--- src/rtl/jpeg_stream_framer.sv ---
// Sequences one JPEG frame onto a single byte bus: header memory bytes, compressor body, then FF D9.
// Optional macro JFPJC_FRAMER_STUFF_EN inserts a 0x00 after every 0xFF body byte.
module jpeg_stream_framer #(
    parameter int HEADER_LEN = 328,
    parameter int ADDR_W     = 9
) (
    input  logic              clock,
    input  logic              nreset,
    input  logic              frame_start,
    output logic [ADDR_W-1:0] hdr_addr,
    output logic              hdr_rd,
    input  logic [7:0]        hdr_data,
    input  logic              src_valid,
    input  logic [7:0]        src_data,
    input  logic              src_last,
    output logic              src_ready,
    output logic              out_valid,
    output logic [7:0]        out_data,
    input  logic              out_ready,
    output logic              busy,
    output logic              frame_dropped,
    output logic [15:0]       frame_count
);
    typedef enum logic [2:0] {
        ST_IDLE   = 3'd0,
        ST_HEADER = 3'd1,
        ST_BODY   = 3'd2,
        ST_EOI_FF = 3'd3,
        ST_EOI_D9 = 3'd4
    } state_t;

    localparam logic [ADDR_W-1:0] LAST_ADDR = ADDR_W'(HEADER_LEN - 1);
    localparam logic [ADDR_W-1:0] ADDR_ONE  = {{(ADDR_W-1){1'b0}}, 1'b1};

    state_t            state_q, state_d;
    logic [ADDR_W-1:0] hdr_addr_q, hdr_addr_d;
    logic              rd_done_q, rd_done_d;
    logic              rd_inflight_q, rd_inflight_d;
    logic              inflight_last_q, inflight_last_d;
    logic              hold_valid_q, hold_valid_d;
    logic [7:0]        hold_data_q, hold_data_d;
    logic              hold_last_q, hold_last_d;
    logic              out_valid_q, out_valid_d;
    logic [7:0]        out_data_q, out_data_d;
    logic              d9_loaded_q, d9_loaded_d;
    logic              frame_dropped_q, frame_dropped_d;
    logic [15:0]       frame_count_q, frame_count_d;
    logic              out_free_s;
    logic              hdr_rd_s;
    logic              src_ready_s;
    logic              last_loaded_s;
`ifdef JFPJC_FRAMER_STUFF_EN
    logic              stuff_pending_q, stuff_pending_d;
    logic              stuff_last_q, stuff_last_d;
`endif

    // State and datapath registers, cleared asynchronously by nreset.
    always_ff @(posedge clock or negedge nreset) begin
        if (!nreset) begin
            state_q         <= ST_IDLE;
            hdr_addr_q      <= {ADDR_W{1'b0}};
            rd_done_q       <= 1'b0;
            rd_inflight_q   <= 1'b0;
            inflight_last_q <= 1'b0;
            hold_valid_q    <= 1'b0;
            hold_data_q     <= 8'h00;
            hold_last_q     <= 1'b0;
            out_valid_q     <= 1'b0;
            out_data_q      <= 8'h00;
            d9_loaded_q     <= 1'b0;
            frame_dropped_q <= 1'b0;
            frame_count_q   <= 16'h0000;
`ifdef JFPJC_FRAMER_STUFF_EN
            stuff_pending_q <= 1'b0;
            stuff_last_q    <= 1'b0;
`endif
        end else begin
            state_q         <= state_d;
            hdr_addr_q      <= hdr_addr_d;
            rd_done_q       <= rd_done_d;
            rd_inflight_q   <= rd_inflight_d;
            inflight_last_q <= inflight_last_d;
            hold_valid_q    <= hold_valid_d;
            hold_data_q     <= hold_data_d;
            hold_last_q     <= hold_last_d;
            out_valid_q     <= out_valid_d;
            out_data_q      <= out_data_d;
            d9_loaded_q     <= d9_loaded_d;
            frame_dropped_q <= frame_dropped_d;
            frame_count_q   <= frame_count_d;
`ifdef JFPJC_FRAMER_STUFF_EN
            stuff_pending_q <= stuff_pending_d;
            stuff_last_q    <= stuff_last_d;
`endif
        end
    end

    // Next-state, bus arbitration and output-register load selection.
    always_comb begin
        state_d         = state_q;
        hdr_addr_d      = hdr_addr_q;
        rd_done_d       = rd_done_q;
        rd_inflight_d   = 1'b0;
        inflight_last_d = 1'b0;
        hold_valid_d    = hold_valid_q;
        hold_data_d     = hold_data_q;
        hold_last_d     = hold_last_q;
        out_valid_d     = out_valid_q & ~out_ready;
        out_data_d      = out_data_q;
        d9_loaded_d     = d9_loaded_q;
        frame_count_d   = frame_count_q;
        hdr_rd_s        = 1'b0;
        src_ready_s     = 1'b0;
        last_loaded_s   = 1'b0;
        out_free_s      = ~out_valid_q | out_ready;
`ifdef JFPJC_FRAMER_STUFF_EN
        stuff_pending_d = stuff_pending_q;
        stuff_last_d    = stuff_last_q;
`endif

        if (frame_start && (state_q != ST_IDLE)) begin
            frame_dropped_d = 1'b1;
        end else begin
            frame_dropped_d = frame_dropped_q;
        end

        case (state_q)
            ST_IDLE: begin
                if (frame_start) begin
                    state_d      = ST_HEADER;
                    hdr_addr_d   = {ADDR_W{1'b0}};
                    rd_done_d    = 1'b0;
                    hold_valid_d = 1'b0;
                    d9_loaded_d  = 1'b0;
                end else begin
                    state_d = ST_IDLE;
                end
            end

            ST_HEADER: begin
                // hold buffer absorbs a read that lands while the sink is stalling
                if (out_free_s) begin
                    if (hold_valid_q) begin
                        out_valid_d   = 1'b1;
                        out_data_d    = hold_data_q;
                        last_loaded_s = hold_last_q;
                        hold_valid_d  = rd_inflight_q;
                        hold_data_d   = hdr_data;
                        hold_last_d   = inflight_last_q;
                    end else if (rd_inflight_q) begin
                        out_valid_d   = 1'b1;
                        out_data_d    = hdr_data;
                        last_loaded_s = inflight_last_q;
                    end else begin
                        last_loaded_s = 1'b0;
                    end
                end else if (rd_inflight_q) begin
                    hold_valid_d = 1'b1;
                    hold_data_d  = hdr_data;
                    hold_last_d  = inflight_last_q;
                end else begin
                    hold_valid_d = hold_valid_q;
                end

                // a new read is only issued when its data is guaranteed a slot
                if (!rd_done_q && !hold_valid_d) begin
                    hdr_rd_s        = 1'b1;
                    rd_inflight_d   = 1'b1;
                    inflight_last_d = (hdr_addr_q == LAST_ADDR);
                    if (hdr_addr_q == LAST_ADDR) begin
                        rd_done_d  = 1'b1;
                        hdr_addr_d = {ADDR_W{1'b0}};
                    end else begin
                        hdr_addr_d = hdr_addr_q + ADDR_ONE;
                    end
                end else begin
                    rd_inflight_d = 1'b0;
                end

                if (last_loaded_s) begin
                    state_d = ST_BODY;
                end else begin
                    state_d = ST_HEADER;
                end
            end

            ST_BODY: begin
`ifdef JFPJC_FRAMER_STUFF_EN
                if (stuff_pending_q) begin
                    if (out_free_s) begin
                        out_valid_d     = 1'b1;
                        out_data_d      = 8'h00;
                        stuff_pending_d = 1'b0;
                        if (stuff_last_q) begin
                            state_d = ST_EOI_FF;
                        end else begin
                            state_d = ST_BODY;
                        end
                    end else begin
                        stuff_pending_d = 1'b1;
                    end
                end else begin
                    src_ready_s = out_free_s;
                    if (src_valid && out_free_s) begin
                        out_valid_d = 1'b1;
                        out_data_d  = src_data;
                        if (src_data == 8'hFF) begin
                            stuff_pending_d = 1'b1;
                            stuff_last_d    = src_last;
                        end else if (src_last) begin
                            state_d = ST_EOI_FF;
                        end else begin
                            state_d = ST_BODY;
                        end
                    end else begin
                        state_d = ST_BODY;
                    end
                end
`else
                src_ready_s = out_free_s;
                if (src_valid && out_free_s) begin
                    out_valid_d = 1'b1;
                    out_data_d  = src_data;
                    if (src_last) begin
                        state_d = ST_EOI_FF;
                    end else begin
                        state_d = ST_BODY;
                    end
                end else begin
                    state_d = ST_BODY;
                end
`endif
            end

            ST_EOI_FF: begin
                if (out_free_s) begin
                    out_valid_d = 1'b1;
                    out_data_d  = 8'hFF;
                    state_d     = ST_EOI_D9;
                end else begin
                    state_d = ST_EOI_FF;
                end
            end

            ST_EOI_D9: begin
                if (!d9_loaded_q) begin
                    if (out_free_s) begin
                        out_valid_d = 1'b1;
                        out_data_d  = 8'hD9;
                        d9_loaded_d = 1'b1;
                    end else begin
                        d9_loaded_d = 1'b0;
                    end
                end else if (out_ready) begin
                    state_d       = ST_IDLE;
                    d9_loaded_d   = 1'b0;
                    frame_count_d = frame_count_q + 16'd1;
                end else begin
                    state_d = ST_EOI_D9;
                end
            end

            default: begin
                state_d = ST_IDLE;
            end
        endcase
    end

    assign hdr_addr      = hdr_addr_q;
    assign hdr_rd        = hdr_rd_s;
    assign src_ready     = src_ready_s;
    assign out_valid     = out_valid_q;
    assign out_data      = out_data_q;
    assign busy          = (state_q != ST_IDLE);
    assign frame_dropped = frame_dropped_q;
    assign frame_count   = frame_count_q;

endmodule
--- config.mk ---
export PLATFORM = sky130hd
export DESIGN_NAME = jpeg_stream_framer
export DESIGN_NICKNAME = d
export VERILOG_FILES = /design/src/rtl/jpeg_stream_framer.sv
export SDC_FILE = /design/constraint.sdc
export NUM_CORES = 1
export LEC_CHECK = 0
export CORE_MARGIN = 2
export CORE_UTILIZATION = 53
export CTS_CLUSTER_DIAMETER = 60
export CTS_CLUSTER_SIZE = 12
export DETAILED_ROUTE_END_ITERATION = 7
export GPL_TIMING_DRIVEN = 0
export HOLD_SLACK_MARGIN = 0.15
export PLACE_DENSITY_LB_ADDON = 0.12
export SYNTH_ARGS = -nofsm -noshare
export SYNTH_HDL_FRONTEND = slang
export SYNTH_SLANG_ARGS = --single-unit
--- constraint.sdc ---
create_clock -name clock -period 3.7 [get_ports clock]
set_input_delay 0.925 -clock clock [delete_from_list [all_inputs] [get_ports clock]]
set_output_delay 0.925 -clock clock [all_outputs]
set_load 0.01 [all_outputs]
Word-level counts from Yosys, hierarchy flattened
Cells that the tools add are included.
{ "totals": {"reg_bits": 52, "word_cells": 107, "output_inout_bits": 38, "in_bits": 22} }
{ "classes": {"eq_ne": 16, "bitwise": 4, "reduce_logical": 18, "addsub": 2, "mux": 54} }
{ "op_table": {"columns": ["op", "count"], "rows": [
  ["two-way mux 8 bit", 9],
  ["case mux 8 bit (4 select lines)", 1],
  ["two-way mux 1 bit", 30],
  ["two-way mux 9 bit", 3],
  ["inequality test 2 bit (second input constant)", 10],
  ["case mux 9 bit (2 select lines)", 1],
  ["adder 16 x 1 -> 16 bit (second input constant)", 1],
  ["case mux 3 bit (5 select lines)", 1],
  ["two-way mux 3 bit", 4],
  ["adder 9 x 1 -> 9 bit (second input constant)", 1],
  ["equality test 9 bit (second input constant)", 1],
  ["AND reduction 3 bit", 3],
  ["AND reduction 7 bit", 1],
  ["equality test 3 x 2 -> 1 bit (second input constant)", 2],
  ["case mux 1 bit (2 select lines)", 3],
  ["nonzero test 2 bit", 3],
  ["case mux 1 bit (4 select lines)", 1],
  ["AND reduction 2 bit", 2],
  ["AND reduction 4 bit", 1],
  ["nonzero test 4 bit", 1],
  ["equality test 3 x 1 -> 1 bit (second input constant)", 1],
  ["equality test 3 bit (second input constant)", 1],
  ["logical AND 1 bit", 3],
  ["logical NOT 3 bit", 1],
  ["7 further kinds", 9]
]} }

Depth between registers and ports, before layout
{ "logic_depth": {"ltp_word": 8, "ltp_mapped": 6, "ltp_nobuf": 5} }

Least setup slack after synthesis
Ideal clock, no wire load.
{ "synth_timing": {"path_type": "input to output", "startpoint": "input port out_ready", "endpoint": "output port hdr_rd", "path_slack_ps": 1017, "arrival_ps": 1758, "stages": 4, "required_time_ps": 2775, "path_cell_list": "nor2b_1 > clkbuf_1 > maj3_1 > nor2_1"} }
{ "synth_between": {"elab_chain_cells": 7} }
{ "synth_lines": {"columns": ["element", "line_no", "text"], "rows": [
  ["from (decl)", "19", "input logic out_ready,"],
  ["OR 1 bit", "115", "out_free_s = ~out_valid_q | out_ready;"],
  ["two-way mux 1 bit", "142", "if (out_free_s) begin"],
  ["two-way mux 1 bit", "127", "case (state_q)"],
  ["logical NOT 1 bit", "166", "if (!rd_done_q && !hold_valid_d) begin"],
  ["logical AND 1 bit", "166", null],
  ["two-way mux 1 bit", "166", null],
  ["two-way mux 1 bit", "127", null],
  ["to (decl)", "11", "output logic hdr_rd,"]
]} }
No other way between the ends. The select of a mux whose other input is x is not followed.

Worst setup path after layout
Ends and elaborated chain as after synthesis.

==> flow_summary.json <==
{
  "yosys-top-cells-count": "dfrtp_1, nand2_1, mux2_1, nand3_1, nand4_1",
  "adder_cell_share_of_the_synthesized_area_pct": 1.672,
  "dieArea_mm2": 0.005669,
  "path_buf_inv": 3,
  "ant_nets": 0,
  "first_global_vias": 2019,
  "avgViaCountPerCell": 5.569,
  "crit_type": "primary input to output pin",
  "synth.most_common_cell": "dfrtp_1",
  "grt_util_met1_pct": 29.44,
  "finish.net_count": 347,
  "grt_busiest_layer": "met2",
  "clk-insertion-delay-late_ns": 0.30,
  "total_standard_cell_area_after_synthesis_mm2": 0.002694,
  "first_iter_violations": 140,
  "maximum_resistive_drop_on_vdd_v": 0.0004015,
  "leakage_power_total_nw": 1.509,
  "worst_setup_path_start_kind": "primary input",
  "tritoncts_clock_tree": "built",
  "use_met3_pct": 3.704,
  "antenna_violations_before_repair": 0,
  "maximum_number_of_pins_on_one_net_before_global_route_repair": 33,
  "ys_dominant_reg_cell": "dfrtp_1",
  "avgRoutedWirePerCell_um": 14.46,
  "root_buffer": "clkbuf_8",
  "netlist.area_leader.share_pct": 48.30,
  "synth.area.top_cells": "dfrtp_1, mux2_1, xnor2_1, nand4_1, nand2_1",
  "die_w_um": 75.30,
  "globalplace.congestion": 0.8015,
  "skew_ns": 0.006780,
  "post_synthesis_average_cell_area_um2": 10.52,
  "synthCells": 256,
  "outcome": "completed",
  "multi_input_gate_area_in_the_final_layout_mm2": 0.001286,
  "synth_top_family_by_area": "simple AND/OR/NAND/NOR gates",
  "final_max_slew_viol_count": 0,
  "end_kind": "output pin",
  "maxSlewHeadroom_pct": 56.48,
  "cp_top_family": "buffers and inverters",
  "num_vias": 2172,
  "worst_path_largest_cell_delay_ns": 0.50,
  "io_pins": 60,
  "dpl.cell_count": 383,
  "grt_setup_unrepaired": "no",
  "worstPathMaxFanout": 9,
  "crit_chain": "clkdlybuf4s50_1, nor2b_1, clkbuf_1, maj3_1, nor2_1, dlygate4sd2_1",
  "seq_area_frac_synth_pct": 48.30,
  "dp_hpwl_mm": 4.223,
  "cts-root-to-sink-buffers": 2,
  "clk_transition_reported_paths_ns": 0.08,
  "period_needed_ns": 3.535,
  "worst_ep_required_time_ns": 2.77,
  "start_util_pct": 55.92,
  "place_ws_ns": -0.1146,
  "synth_async_sr_flop_share_pct": 100.0,
  "holdWs_ns": 0.4739,
  "drv.max_cap_violation_count": 0,
  "num_antenna_cells": 0,
  "global_route.usage.total_pct": 21.36,
  "htreeDepth": 2,
  "dr.pass1.iters": 4,
  "tritoncts.num_buffers": 5,
  "postRouteWirelength_mm": 5.640,
  "fraction_of_final_layout_cells_sized_beyond_drive_strength_1_pct": 8.669,
  "yosys_warnings": 0,
  "placementRows": 25,
  "yosys.area_share.simple_pct": 21.41,
  "placeableCoreArea_mm2": 0.004817,
  "count_of_flip_flops_with_a_built_in_enable_after_synthesis": 0,
  "timing.critical_path.slowest_stage_cell": "clkdlybuf4s50_1",
  "route.detailed.drc": 0,
  "sequential_cell_area_mm2": 0.001301,
  "setup_violations": 0,
  "worst_pin_slew_ns": 0.6500,
  "layout.filler_cells": 395,
  "syn_to_final_growth_pct": 29.12,
  "post_synth_xor_area_fraction_pct": 4.877,
  "synth_fp_nets": 280,
  "hold_viol": 0,
  "finalNonFillerCells": 390,
  "ys_ff_latch": 52,
  "grt_pass1_wl_mm": 9.411,
  "timing.fmax_mhz": 282.9,
  "arrival_ns": 2.61,
  "synth_mux_area_share_pct": 9.707,
  "synth.largest_area_cell": "dfrtp_1",
  "period_share_pct": 95.54,
  "hold_path.class": "flop to flop",
  "gr-total-overflow": 0,
  "synth_compound_area_share_pct": 10.08,
  "power.density_cell_area_mw_per_mm2": 628.3,
  "port-buffer-count": 59,
  "fp.dieH_um": 75.30,
  "synth_cell_type_count": 45,
  "setup_slack_ns": 0.1650,
  "met2_demand_to_capacity_share_in_global_routing_pct": 35.56,
  "cts_hold_buf": 0,
  "clock_sinks": 52
}
## path summary, 6_finish.rpt
check	endpoint	slack (ns)	from	depth (start not counted)
min in group asynchronous	frame_count[7]	0.57	nreset	1
setup reg to reg	out_data[5]	1.69	state_q[2]	6
setup / recovery	hdr_rd	0.17	out_ready	6
hold reg to reg	frame_dropped	0.47	frame_dropped	1
hold / removal	frame_dropped	0.47	frame_dropped	1
max in group asynchronous	d9_loaded_q	2.59	nreset	2
## where the power goes
group          internal, mW  switching (mW)
logic                 0.497           0.505
registers             0.725           0.116
clock network         0.167           0.175
## registers in the layout (all words and copies together), names as in the netlist
name,flops
d9_loaded_q,1
frame_dropped,1
rd_inflight_q,1
hold_valid_q,1
hold_data_q,8
rd_done_q,1
frame_count,16
hold_last_q,1
out_data,8
out_valid,1
hdr_addr,9
inflight_last_q,1
state_q,3
## metrics by stage
stage          util (%)  total power [mW]   TNS, ns  cell area (µm²)
2_1_floorplan         -             1.476         0             2694
3_3_place_gp      69.92             1.835  -0.07072             3368
3_5_place_dp      70.23             1.867   -0.1146             3383
4_1_cts           72.21             2.203         0             3478
5_1_grt           72.21             2.334         0             3478
6_report          72.21             2.185         0             3478
## final cells by class
type	instances	share of cell area [%]
sequential	52	37.41
multi-input combinational	181	36.98
timing repair buffer	60	17.37
clock buffer	7	2.770
tap	67	2.410
buffer	12	1.871
inverter	11	1.187
## what timing repair did
action,in CTS,in global routing
setup endpoints to repair,1,0
gates resized for setup,1,0
buffers inserted,0,0
## cell usage in the layout, fill, tap and decap left out, types with 10 or more instances in the layout
| cell type | n |
|---|---|
| clkdlybuf4s50_1 | 57 |
| nand3_1 | 13 |
| nor2_1 | 12 |
| inv_1 | 11 |
| nand2_1 | 20 |
| mux2_1 | 13 |
| nor3_1 | 12 |
| xnor2_1 | 10 |
| dfrtp_1 | 52 |
| nand4_1 | 13 |
## per-layer routing
metal  up-vias  wire length (µm)
met3         5               219
met2        51              2735
met1      1051              2635
met4         0                50
met5         -                 0
li1       1065                 -
## logic make-up (layout without fill, tap and decap cells)
group                    count (synthesis)  after routing
multiplexers                            24             24
flip-flops                              52             52
adder cells (fa/ha/maj)                  4              4
AND/OR/NAND/NOR                        100            100
AO/OA/AOI/OAI                           38             38
XOR/XNOR                                15             15
buffers and inverters                   23             90
Note: power is estimated with default switching activity, not from simulation.
